===== config.mk =====
export PLATFORM = sky130hd
export DESIGN_NAME = yags_table_arbiter
export DESIGN_NICKNAME = d
export VERILOG_FILES = /design/src/rtl/yags_table_arbiter.sv
export SDC_FILE = /design/constraint.sdc
export NUM_CORES = 1
export LEC_CHECK = 0
export BUFFER_PORTS_ARGS = -buffer_cell sky130_fd_sc_hd__buf_2
export CORE_UTILIZATION = 58
export DETAILED_ROUTE_END_ITERATION = 10
export PLACE_DENSITY = 0.8
export SYNTH_ARGS = -nofsm -noshare
export SYNTH_HDL_FRONTEND = slang
export SYNTH_SLANG_ARGS = --single-unit
export TNS_END_PERCENT = 10

===== constraint.sdc =====
create_clock -name clk -period 3.7 [get_ports clk]
set_clock_uncertainty 0.05 [all_clocks]
set_input_delay 0.185 -clock clk [delete_from_list [all_inputs] [get_ports clk]]
set_output_delay 0.185 -clock clk [all_outputs]
set_load 0.03 [all_outputs]

===== src/rtl/yags_table_arbiter.sv =====
// Shares one single-port YAGS table between fetch lookups and queued EX updates; clears it after reset.
// Latency: lookup data 1 cycle after grant; updates drain in idle slots, forced out when the queue is full.
// Backpressure: lk_ready/up_ready low during the clear sweep; up_ready low when full. YAGS_ARB_STATS_EN adds counters.
module yags_table_arbiter #(
  parameter int                ENTRIES  = 1024,
  parameter int                IDX_W    = $clog2(ENTRIES),
  parameter int                DATA_W   = 2,
  parameter int                UQ_DEPTH = 4,
  parameter logic [DATA_W-1:0] INIT_VAL = DATA_W'(1)
) (
  input  logic              clk,
  input  logic              reset,
  input  logic              lk_valid,
  input  logic [IDX_W-1:0]  lk_index,
  output logic              lk_ready,
  output logic              rd_valid,
  output logic [DATA_W-1:0] rd_data,
  input  logic              up_valid,
  input  logic [IDX_W-1:0]  up_index,
  input  logic [DATA_W-1:0] up_data,
  output logic              up_ready,
  output logic              mem_en,
  output logic              mem_we,
  output logic [IDX_W-1:0]  mem_addr,
  output logic [DATA_W-1:0] mem_wdata,
  input  logic [DATA_W-1:0] mem_rdata,
  output logic              init_done
`ifdef YAGS_ARB_STATS_EN
  ,
  output logic [31:0]       stat_lk_stall,
  output logic [31:0]       stat_up_full
`endif
);

  localparam int PTR_W = $clog2(UQ_DEPTH);
  localparam int CNT_W = PTR_W + 1;

  typedef enum logic {ST_INIT, ST_RUN} state_t;

  state_t              state_q, state_d;
  logic [IDX_W-1:0]    ctr_q, ctr_d;
  logic                init_done_q, init_done_d;
  logic                rd_valid_q, rd_valid_d;
  logic [PTR_W-1:0]    wr_ptr_q, wr_ptr_d;
  logic [PTR_W-1:0]    rd_ptr_q, rd_ptr_d;
  logic [CNT_W-1:0]    count_q, count_d;
  logic [IDX_W-1:0]    uq_idx_q [UQ_DEPTH];
  logic [IDX_W-1:0]    uq_idx_d [UQ_DEPTH];
  logic [DATA_W-1:0]   uq_dat_q [UQ_DEPTH];
  logic [DATA_W-1:0]   uq_dat_d [UQ_DEPTH];

  logic sweep_last;
  logic uq_full;
  logic push;
  logic pop;

  assign sweep_last = (state_q == ST_INIT) && (ctr_q == IDX_W'(ENTRIES - 1));
  assign uq_full    = (count_q == CNT_W'(UQ_DEPTH));

  always_ff @(posedge clk or negedge reset) begin
    if (!reset) begin
      state_q <= ST_INIT;
    end else begin
      state_q <= state_d;
    end
  end

  always_comb begin
    state_d = state_q;
    if (sweep_last) begin
      state_d = ST_RUN;
    end
  end

  // Outputs are held at zero while reset is asserted, even though state sits in INIT.
  always_comb begin
    lk_ready  = 1'b0;
    up_ready  = 1'b0;
    mem_en    = 1'b0;
    mem_we    = 1'b0;
    mem_addr  = '0;
    mem_wdata = '0;
    pop       = 1'b0;
    if (reset) begin
      case (state_q)
        ST_INIT: begin
          mem_en    = 1'b1;
          mem_we    = 1'b1;
          mem_addr  = ctr_q;
          mem_wdata = INIT_VAL;
        end
        default: begin
          up_ready = !uq_full;
          if (uq_full) begin
            pop = 1'b1;
          end else if (lk_valid) begin
            lk_ready = 1'b1;
            mem_en   = 1'b1;
            mem_addr = lk_index;
          end else if (count_q != '0) begin
            pop = 1'b1;
          end
          if (pop) begin
            mem_en    = 1'b1;
            mem_we    = 1'b1;
            mem_addr  = uq_idx_q[rd_ptr_q];
            mem_wdata = uq_dat_q[rd_ptr_q];
          end
        end
      endcase
    end
    push = up_valid && up_ready;
  end

  assign rd_valid  = rd_valid_q;
  assign rd_data   = rd_valid_q ? mem_rdata : '0;
  assign init_done = init_done_q;

  // up_ready comes from the registered count, so a pop never opens a slot for a same-cycle push.
  always_comb begin
    ctr_d       = ctr_q;
    init_done_d = init_done_q | sweep_last;
    rd_valid_d  = lk_ready;
    wr_ptr_d    = wr_ptr_q;
    rd_ptr_d    = rd_ptr_q;
    count_d     = count_q;
    uq_idx_d    = uq_idx_q;
    uq_dat_d    = uq_dat_q;
    if (state_q == ST_INIT) begin
      ctr_d = ctr_q + IDX_W'(1);
    end
    if (push) begin
      wr_ptr_d           = wr_ptr_q + PTR_W'(1);
      uq_idx_d[wr_ptr_q] = up_index;
      uq_dat_d[wr_ptr_q] = up_data;
    end
    if (pop) begin
      rd_ptr_d = rd_ptr_q + PTR_W'(1);
    end
    case ({push, pop})
      2'b10:   count_d = count_q + CNT_W'(1);
      2'b01:   count_d = count_q - CNT_W'(1);
      default: count_d = count_q;
    endcase
  end

  always_ff @(posedge clk or negedge reset) begin
    if (!reset) begin
      ctr_q       <= '0;
      init_done_q <= 1'b0;
      rd_valid_q  <= 1'b0;
      wr_ptr_q    <= '0;
      rd_ptr_q    <= '0;
      count_q     <= '0;
      for (int i = 0; i < UQ_DEPTH; i++) begin
        uq_idx_q[i] <= '0;
        uq_dat_q[i] <= '0;
      end
    end else begin
      ctr_q       <= ctr_d;
      init_done_q <= init_done_d;
      rd_valid_q  <= rd_valid_d;
      wr_ptr_q    <= wr_ptr_d;
      rd_ptr_q    <= rd_ptr_d;
      count_q     <= count_d;
      uq_idx_q    <= uq_idx_d;
      uq_dat_q    <= uq_dat_d;
    end
  end

`ifdef YAGS_ARB_STATS_EN
  logic [31:0] stat_lk_stall_q, stat_lk_stall_d;
  logic [31:0] stat_up_full_q, stat_up_full_d;

  always_comb begin
    stat_lk_stall_d = stat_lk_stall_q;
    stat_up_full_d  = stat_up_full_q;
    if ((state_q == ST_RUN) && lk_valid && !lk_ready && (stat_lk_stall_q != 32'hFFFF_FFFF)) begin
      stat_lk_stall_d = stat_lk_stall_q + 32'd1;
    end
    if (up_valid && !up_ready && (stat_up_full_q != 32'hFFFF_FFFF)) begin
      stat_up_full_d = stat_up_full_q + 32'd1;
    end
  end

  always_ff @(posedge clk or negedge reset) begin
    if (!reset) begin
      stat_lk_stall_q <= '0;
      stat_up_full_q  <= '0;
    end else begin
      stat_lk_stall_q <= stat_lk_stall_d;
      stat_up_full_q  <= stat_up_full_d;
    end
  end

  assign stat_lk_stall = stat_lk_stall_q;
  assign stat_up_full  = stat_up_full_q;
`endif

endmodule


==> out/results.md, run 1 <==
| Parameter | Reported |
|---|---|
| Run status | finished clean |
| Syn Nets | 301 |
| Root buffer cell | sky130_fd_sc_hd__clkbuf_8 |
| Num CTS Buffers | 9 |
| Critical path peak fanout | 25 |
| Post-layout nets | 346 |
| Count of routing violations after the opening detailed-route iteration | 104 |
| Post-synthesis register bit count | 68 |
| Gate count after technology mapping | 266 |
| Average size of a mapped cell | 13.7 sq um |
| Per-cell via count in the routed design | 5.73 |
| Max Freq | 380 MHz |
| Number of port buffers | 47 |
| Max Cap Violations | 0 |
| Routed Antenna Nets | 0 |
| Number of warnings reported in the yosys synthesis log | 0 |
| FF-to-FF setup slack | 1.07 ns |
| Critical setup path kind | in2reg |
| Area of all placed cells without fillers | 4020 sq um |
| Fin. max-slew vios | 0 |
| Delay of the slowest cell on the worst path | 0.54 ns |
| Cell type of the slowest stage on the worst timing path | sky130_fd_sc_hd__and3_1 |
| Number of global-route vias before repair | 2183 |
| Path class of the lowest-slack min-delay path | in2reg |
| Static leakage | 0.00203 uW |
| Most used flip-flop cell after synthesis | sky130_fd_sc_hd__dfrtp_1 |
| Cell internal pwr | 1020 uW |
| Worst rel slew slack | 45.1% |
| Horizontal die dimension | 81.2 um |
| Sequential element share of the synthesized area | 46.8% |
| Share of synthesized registers carrying an async set or reset | 100% |
| Initial Util | 60.7% |
| Critical path launch point type | input port |
| Post-CTS setup-driven buffer insertion count | 0 |
| Drt drc | 0 |
| Pin count of the biggest net entering global routing | 37 |
| Synth top cells by count | sky130_fd_sc_hd__dfrtp_1, sky130_fd_sc_hd__mux2_4, sky130_fd_sc_hd__nand3_1 |
| Switching power total | 315 uW |
| Cell type with the largest total area after synthesis | sky130_fd_sc_hd__dfrtp_1 |
| Fraction of final layout cells with drive strength greater than 1 | 42.1% |
| Fraction of post-synthesis cell area in the top cell type by area | 46.8% |
| Signal arrival time at the worst endpoint | 2.81 ns |
| Total via count after detailed routing | 2240 |
| Post-synthesis instance area | 3630 sq um |
| WL/cell | 17.4 um |
| Clock net sink count | 68 |
| First-pass iteration count of the detailed router | 4 |
| Clock tree from TritonCTS | done |
| Max H-tree Level | 3 |
| Initial antenna violation count | 0 |
| Antenna Diode Count | 0 |
| Switching Share | 23.6% |
| Y dimension of the die | 81.2 um |
| Fraction of power consumed by combinational cells | 4.5% |
| RSZ-0062 raised after global routing | no |
| Gr usage total | 24.2% |
| Core Rows | 28 |
| Fraction of power consumed by the clock network | 39.8% |
| Crit-path cells | dlygate4sd3_1, buf_2, and3_1, and2_1, inv_1, ha_1, inv_1, fa_1, xor2_1, nor2_1, xor2_1 |
| Setup_tns | 0 ns |
| Capturing element type of the critical path | flop |
| Clock latency on the worst-skew pair | 0.34 ns |
| Largest cells by area after synthesis | sky130_fd_sc_hd__dfrtp_1, sky130_fd_sc_hd__mux2_4, sky130_fd_sc_hd__mux4_2, sky130_fd_sc_hd__nand3_1, sky130_fd_sc_hd__mux2_2 |
| Cell with the most instances after synthesis | sky130_fd_sc_hd__dfrtp_1 |
| Cell Area, Placed | 3840 sq um |
| Final count of hold timing violations | 0 |
| Clock transition at the register clock pins on the worst setup and hold paths after CTS | 0.07 ns |
| Die Footprint | 6590 sq um |
| EDFF count, synth | 0 |
| Placeable Area | 5990 sq um |
| Cell Pwr Density | 332 nW/um^2 |
| Total global routing overflow | 0 |
| Final setup fails | 0 |
| Data required time of the critical path | 3.88 ns |
| Final period util | 71.0% |
| Routability Congestion | 0.807 |
| Clock tree buffer depth | 2 |
| Slew at the pin closest to its max-slew limit | 0.824 ns |
| Estimated wirelength of the detail-placed design | 4790 um |
| Shortest clock period the worst path allows after layout | 2.63 ns |
| First-pass GRT wire length | 11300 um |
| Maximum resistive drop on vdd | 0.255 mV |
| Io pins | 48 |
| Sequential group share of total power | 55.7% |
| Count of different cell masters after synthesis | 36 |
| Area added between synthesis and finish | 10.5% |
| Wire length after detailed routing | 6800 um |
[metal layers]
metal / track usage (%) / wire length [um] / part of all wire (%)
met1: 35.4 / 3330 / 49
met2: 35.0 / 3070 / 45
met3: 5.06 / 249 / 3.7
met4: 10.5 / 140 / 2.1
met5: 0 / 0 / 0
[sequential cells by signal (all words and copies together), names as in the netlist]
| signal | flops |
|---|---|
| init_done | 1 |
| uq_idx_q | 40 |
| rd_ptr_q | 2 |
| ctr_q | 10 |
| wr_ptr_q | 2 |
| rd_valid | 1 |
| state_q | 1 |
| count_q | 3 |
| uq_dat_q | 8 |
[metrics by stage]
step	cells	util, %	hold slack, ns	power [uW]	setup WS [ns]
after floorplan	266	-	-0.161	776	1.42
final	391	67.0	0.0698	1330	1.07
after global placement	374	64.0	0.136	818	1.14
after detailed placement	374	64.0	0.145	819	1.09
after global routing	391	67.0	0.0635	1380	0.826
after CTS	391	67.0	0.0574	1350	1.04
[timing repair]
item | 4_1_cts | 5_1_grt
hold buffers | 1 | 0
resized for setup | 0 | 0
endpoints found under the hold margin | 20 | 0
[worst paths after layout]
| check | startpoint | to | cells after the start |
|---|---|---|---|
| max in group asynchronous | reset | uq_idx_q[13] | 3 |
| hold / removal | up_data[0] | uq_dat_q[6] | 2 |
| hold reg to reg | init_done | init_done | 1 |
| setup reg to reg | count_q[0] | count_q[2] | 9 |
| setup / recovery | reset | count_q[2] | 11 |
| min in group asynchronous | reset | count_q[0] | 2 |
[cell families (layout without fill, tap and decap cells)]
logic type      count (synthesis)  in the layout  share of synthesized area (%)
fa+ha+maj                       7              7                           2.62
flops                          68             68                           46.8
buf+inv                        28             78                           5.34
mux                            62             62                           27.0
simple gates                   60             60                           10.3
xor+xnor                       15             15                           3.62
compound gates                 26             26                           4.27
[worst max-delay path: cells and delay by family]
family                   cells  cell delay [ns]
buffers and inverters        4             1.09
AND/OR/NAND/NOR              3             0.86
adder cells (fa/ha/maj)      2             0.38
XOR/XNOR                     2             0.27
[power by group through the flow]
stage	registers [uW]	clock network, uW	logic (uW)
2_1_floorplan	757	0	19.0
4_1_cts	743	545	62.2
5_1_grt	742	569	69.3
3_3_place_gp	757	0	60.7
6_report	743	531	60.7
3_5_place_dp	757	0	61.5
[area by class of cell]
class / count / area (sq um)
clock buffer: 11 / 141
timing repair buffer: 52 / 275
clock inverter: 5 / 27.5
sequential: 68 / 1700
multi-input combinational: 170 / 1740
inverter: 10 / 37.5
fill: 459 / 1980
tap: 75 / 93.8
[cells in the final DEF (no fill, tap or decap), drive strengths merged, types with 4 or more instances in the layout]
master,instances
mux4,12
nand2,6
nand3,26
dfrtp,68
inv,10
buf,51
clkinv,4
ha,6
o21ai,13
mux2,49
xnor2,9
nor3,4
nor2,6
a31oi,8
xor2,6
clkbuf,11
No activity file was read; power rests on OpenSTA's default activity.
==> run 2: changes to the inputs <==
==> constraint.sdc (replaced) <==
create_clock -name clk -period 2.6 [get_ports clk]
set_clock_uncertainty 0.05 [all_clocks]
set_input_delay 0.13 -clock clk [delete_from_list [all_inputs] [get_ports clk]]
set_output_delay 0.13 -clock clk [all_outputs]
set_load 0.03 [all_outputs]
==> run 2 against run 1 <==
Combinational power is 47% higher. Via count grew 1.8%. Highest routed layer unchanged. Worst setup slack got worse by 0.79 ns. Largest power group unchanged. Non-clock buffer count increased by 4. Clock power grew 60%. Clock-buffer cell count shrank 1. Hold slack got worse by 0.055 ns. Critical path depth down 2. Flip-flop and latch count unchanged.
==> out/results.md, run 2 (same netlist as run 1, synthesis figures left out) <==
| Parameter | Reported | Delta |
|---|---|---|
| Total power after layout | 2000 uW | was 1330 uW |
| Pin count of the biggest net entering global routing | 45 | was 37 |
| Cells on Worst Hold Path | 2 | unchanged |
| Worst r2r dst | count_q[2] | unchanged |
| Post-CTS setup-driven buffer insertion count | 0 | unchanged |
| Area added between synthesis and finish | 12.1% | was 10.5% |
| Total via count after detailed routing | 2280 | was 2240 |
| Shortest clock period the worst path allows after layout | 2.32 ns |  |
| First-pass iteration count of the detailed router | 4 | unchanged |
| Y dimension of the die | 81.2 um | unchanged |
| Final count of hold timing violations | 0 | unchanged |
| Setup_tns | 0 ns | unchanged |
| Number of gates resized after CTS | 0 | unchanged |
| Io pins | 48 | unchanged |
| Root buffer cell | sky130_fd_sc_hd__clkbuf_8 | unchanged |
| Slew at the pin closest to its max-slew limit | 0.585 ns | was 0.824 ns |
| Multi-input logic area | 1740 sq um | unchanged |
| Wire length after detailed routing | 6920 um | was 6800 um |
| Num CTS Buffers | 9 | unchanged |
| Static leakage | 0.00204 uW | was 0.00203 uW |
| Count of routing violations after the opening detailed-route iteration | 119 | was 104 |
| Initial Util | 60.7% | unchanged |
| Routability Congestion | 0.778 | was 0.807 |
| Routed Antenna Nets | 0 | unchanged |
| Run status | finished clean | unchanged |
| Register containing the most flip-flops in the final layout | uq_idx_q | unchanged |
| Clock tree buffer depth | 2 | unchanged |
| Number of port buffers | 47 | unchanged |
| RSZ-0062 raised after global routing | no | unchanged |
| Max Cap Violations | 0 | unchanged |
| Critical setup path kind | reg2reg | was in2reg |
| Startpoint of the lowest-slack register-to-register path | count_q[0] | unchanged |
| Number of hold-repair buffers added at the cts stage | 3 | was 1 |
| Estimated wirelength of the detail-placed design | 4840 um | was 4790 um |
| Drt drc | 0 | unchanged |
| Fraction of final layout cells with drive strength greater than 1 | 42.2% | was 42.1% |
| Number of global-route vias before repair | 2206 | was 2183 |
| Leading registers by flop count | uq_idx_q x40, ctr_q x10, uq_dat_q x8 | unchanged |
| Path class of the lowest-slack min-delay path | in2reg | unchanged |
| Maximum resistive drop on vdd | 0.295 mV | was 0.255 mV |
| Flip-flop count of the largest register after layout | 40 | unchanged |
| Capturing element type of the critical path | flop | unchanged |
| Critical path peak fanout | 8 | was 25 |
| Post-layout nets | 350 | was 346 |
| Signal arrival time at the worst endpoint | 2.54 ns | was 2.81 ns |
| Max H-tree Level | 3 | unchanged |
| Fill cell total of the finished layout | 436 | was 459 |
| Clock transition at the register clock pins on the worst setup and hold paths after CTS | 0.08 ns | was 0.07 ns |
| Final period util | 89.3% |  |
| Cell Pwr Density | 490 nW/um^2 | was 332 nW/um^2 |
| Most common cell after layout, fill and taps aside | sky130_fd_sc_hd__dfrtp_1 | unchanged |
| First-pass GRT wire length | 11100 um | was 11300 um |
| Critical path launch point type | flop | was input port |
| Flip-flop and latch area | 1700 sq um | unchanged |
| Horizontal die dimension | 81.2 um | unchanged |
| Final setup fails | 0 | unchanged |
| Leading cell types in the layout, fill and taps excluded | sky130_fd_sc_hd__dfrtp_1, sky130_fd_sc_hd__buf_2, sky130_fd_sc_hd__mux2_4, sky130_fd_sc_hd__nand3_1, sky130_fd_sc_hd__o21ai_0 | unchanged |
| Total global routing overflow | 0 | unchanged |
| Die Footprint | 6590 sq um | unchanged |
| Antenna Diode Count | 0 | unchanged |
| Placeable Area | 5990 sq um | unchanged |
| Per-cell via count in the routed design | 5.77 | was 5.73 |
| Worst-case reg-to-reg path depth | 9 | unchanged |
| Startpoint of the worst hold path | up_index[2] | was up_data[0] |
| Clock latency on the worst-skew pair | 0.34 ns | about the same |
| Core Rows | 28 | unchanged |
| Worst rel slew slack | 61.0% | was 45.1% |
| Max Freq | 431 MHz |  |
| Gr usage total | 23.6% | was 24.2% |
| WL/cell | 17.5 um | was 17.4 um |
| Clock tree from TritonCTS | done | unchanged |
| FF-to-FF setup slack | 0.28 ns | was 1.07 ns |
| Initial antenna violation count | 0 | unchanged |
| Fin. max-slew vios | 0 | unchanged |
| End of the worst hold path | uq_idx_q[12] | was uq_dat_q[6] |
| Data required time of the critical path | 2.82 ns | was 3.88 ns |
| Clock net sink count | 68 | unchanged |
[run 2: cell types whose count changed in the layout (fill, tap and decap cells not counted), sizes merged]
| cell | delta |
|---|---|
| clkbuf | -1 |
| bufinv | +1 |
| dlygate4sd3 | +2 |
| buf | +2 |
| clkinvlp | +3 |
| clkinv | -3 |
[run 2: worst max-delay path by stage]
stage / from / endpoint / slack (ns) / cells past startpoint
CTS: count_q[0] / count_q[2] / 0.28 / 9
finish: count_q[0] / count_q[2] / 0.28 / 9
detailed placement: count_q[0] / count_q[2] / 0.30 / 9
floorplan: count_q[0] / count_q[2] / 0.32 / 11
global route: count_q[0] / count_q[2] / 0.14 / 9
global placement: count_q[0] / count_q[2] / 0.37 / 9
[run 2: stage by stage]
stage | std cells | area (sq um) | hold slack (ns) | worst slack [ns] | utilization, %
floorplan | 266 | 3630 | -0.216 | 0.315 | -
global placement | 376 | 3850 | 0.170 | 0.370 | 64.3
detailed placement | 376 | 3850 | 0.166 | 0.303 | 64.3
CTS | 395 | 4070 | 0.000136 | 0.284 | 68.0
global route | 395 | 4070 | 0.00366 | 0.140 | 68.0
finish | 395 | 4070 | 0.0146 | 0.278 | 68.0
[run 2: final cells by class]
cell class                 count  area share [%]
tap                           75            2.30
clock inverter                 6            1.60
sequential                    68            41.8
timing repair buffer          56            7.62
inverter                      10           0.921
clock buffer                  10            3.13
multi-input combinational    170            42.7
[run 2: power by group]
group	internal (uW)	total, uW	switching, uW
clock network	441	849	408
logic	30.3	89.3	59.0
registers	1060	1060	0
[run 2: critical path, stage by stage (launching register included)]
cell and delay (ns):
sky130_fd_sc_hd__dfrtp_1 0.45, sky130_fd_sc_hd__o21a_1 0.23, sky130_fd_sc_hd__or3_1 0.42, sky130_fd_sc_hd__inv_1 0.10
sky130_fd_sc_hd__ha_1 0.17, sky130_fd_sc_hd__inv_1 0.06, sky130_fd_sc_hd__fa_1 0.37, sky130_fd_sc_hd__xor2_1 0.15
sky130_fd_sc_hd__nor2_1 0.10, sky130_fd_sc_hd__xor2_1 0.15
[run 2: per-layer routing]
metal,global-route usage [%],wire [um]
met4,9.64,99
met2,36.7,3200
met3,4.94,318
met1,32.5,3300
met5,0,0
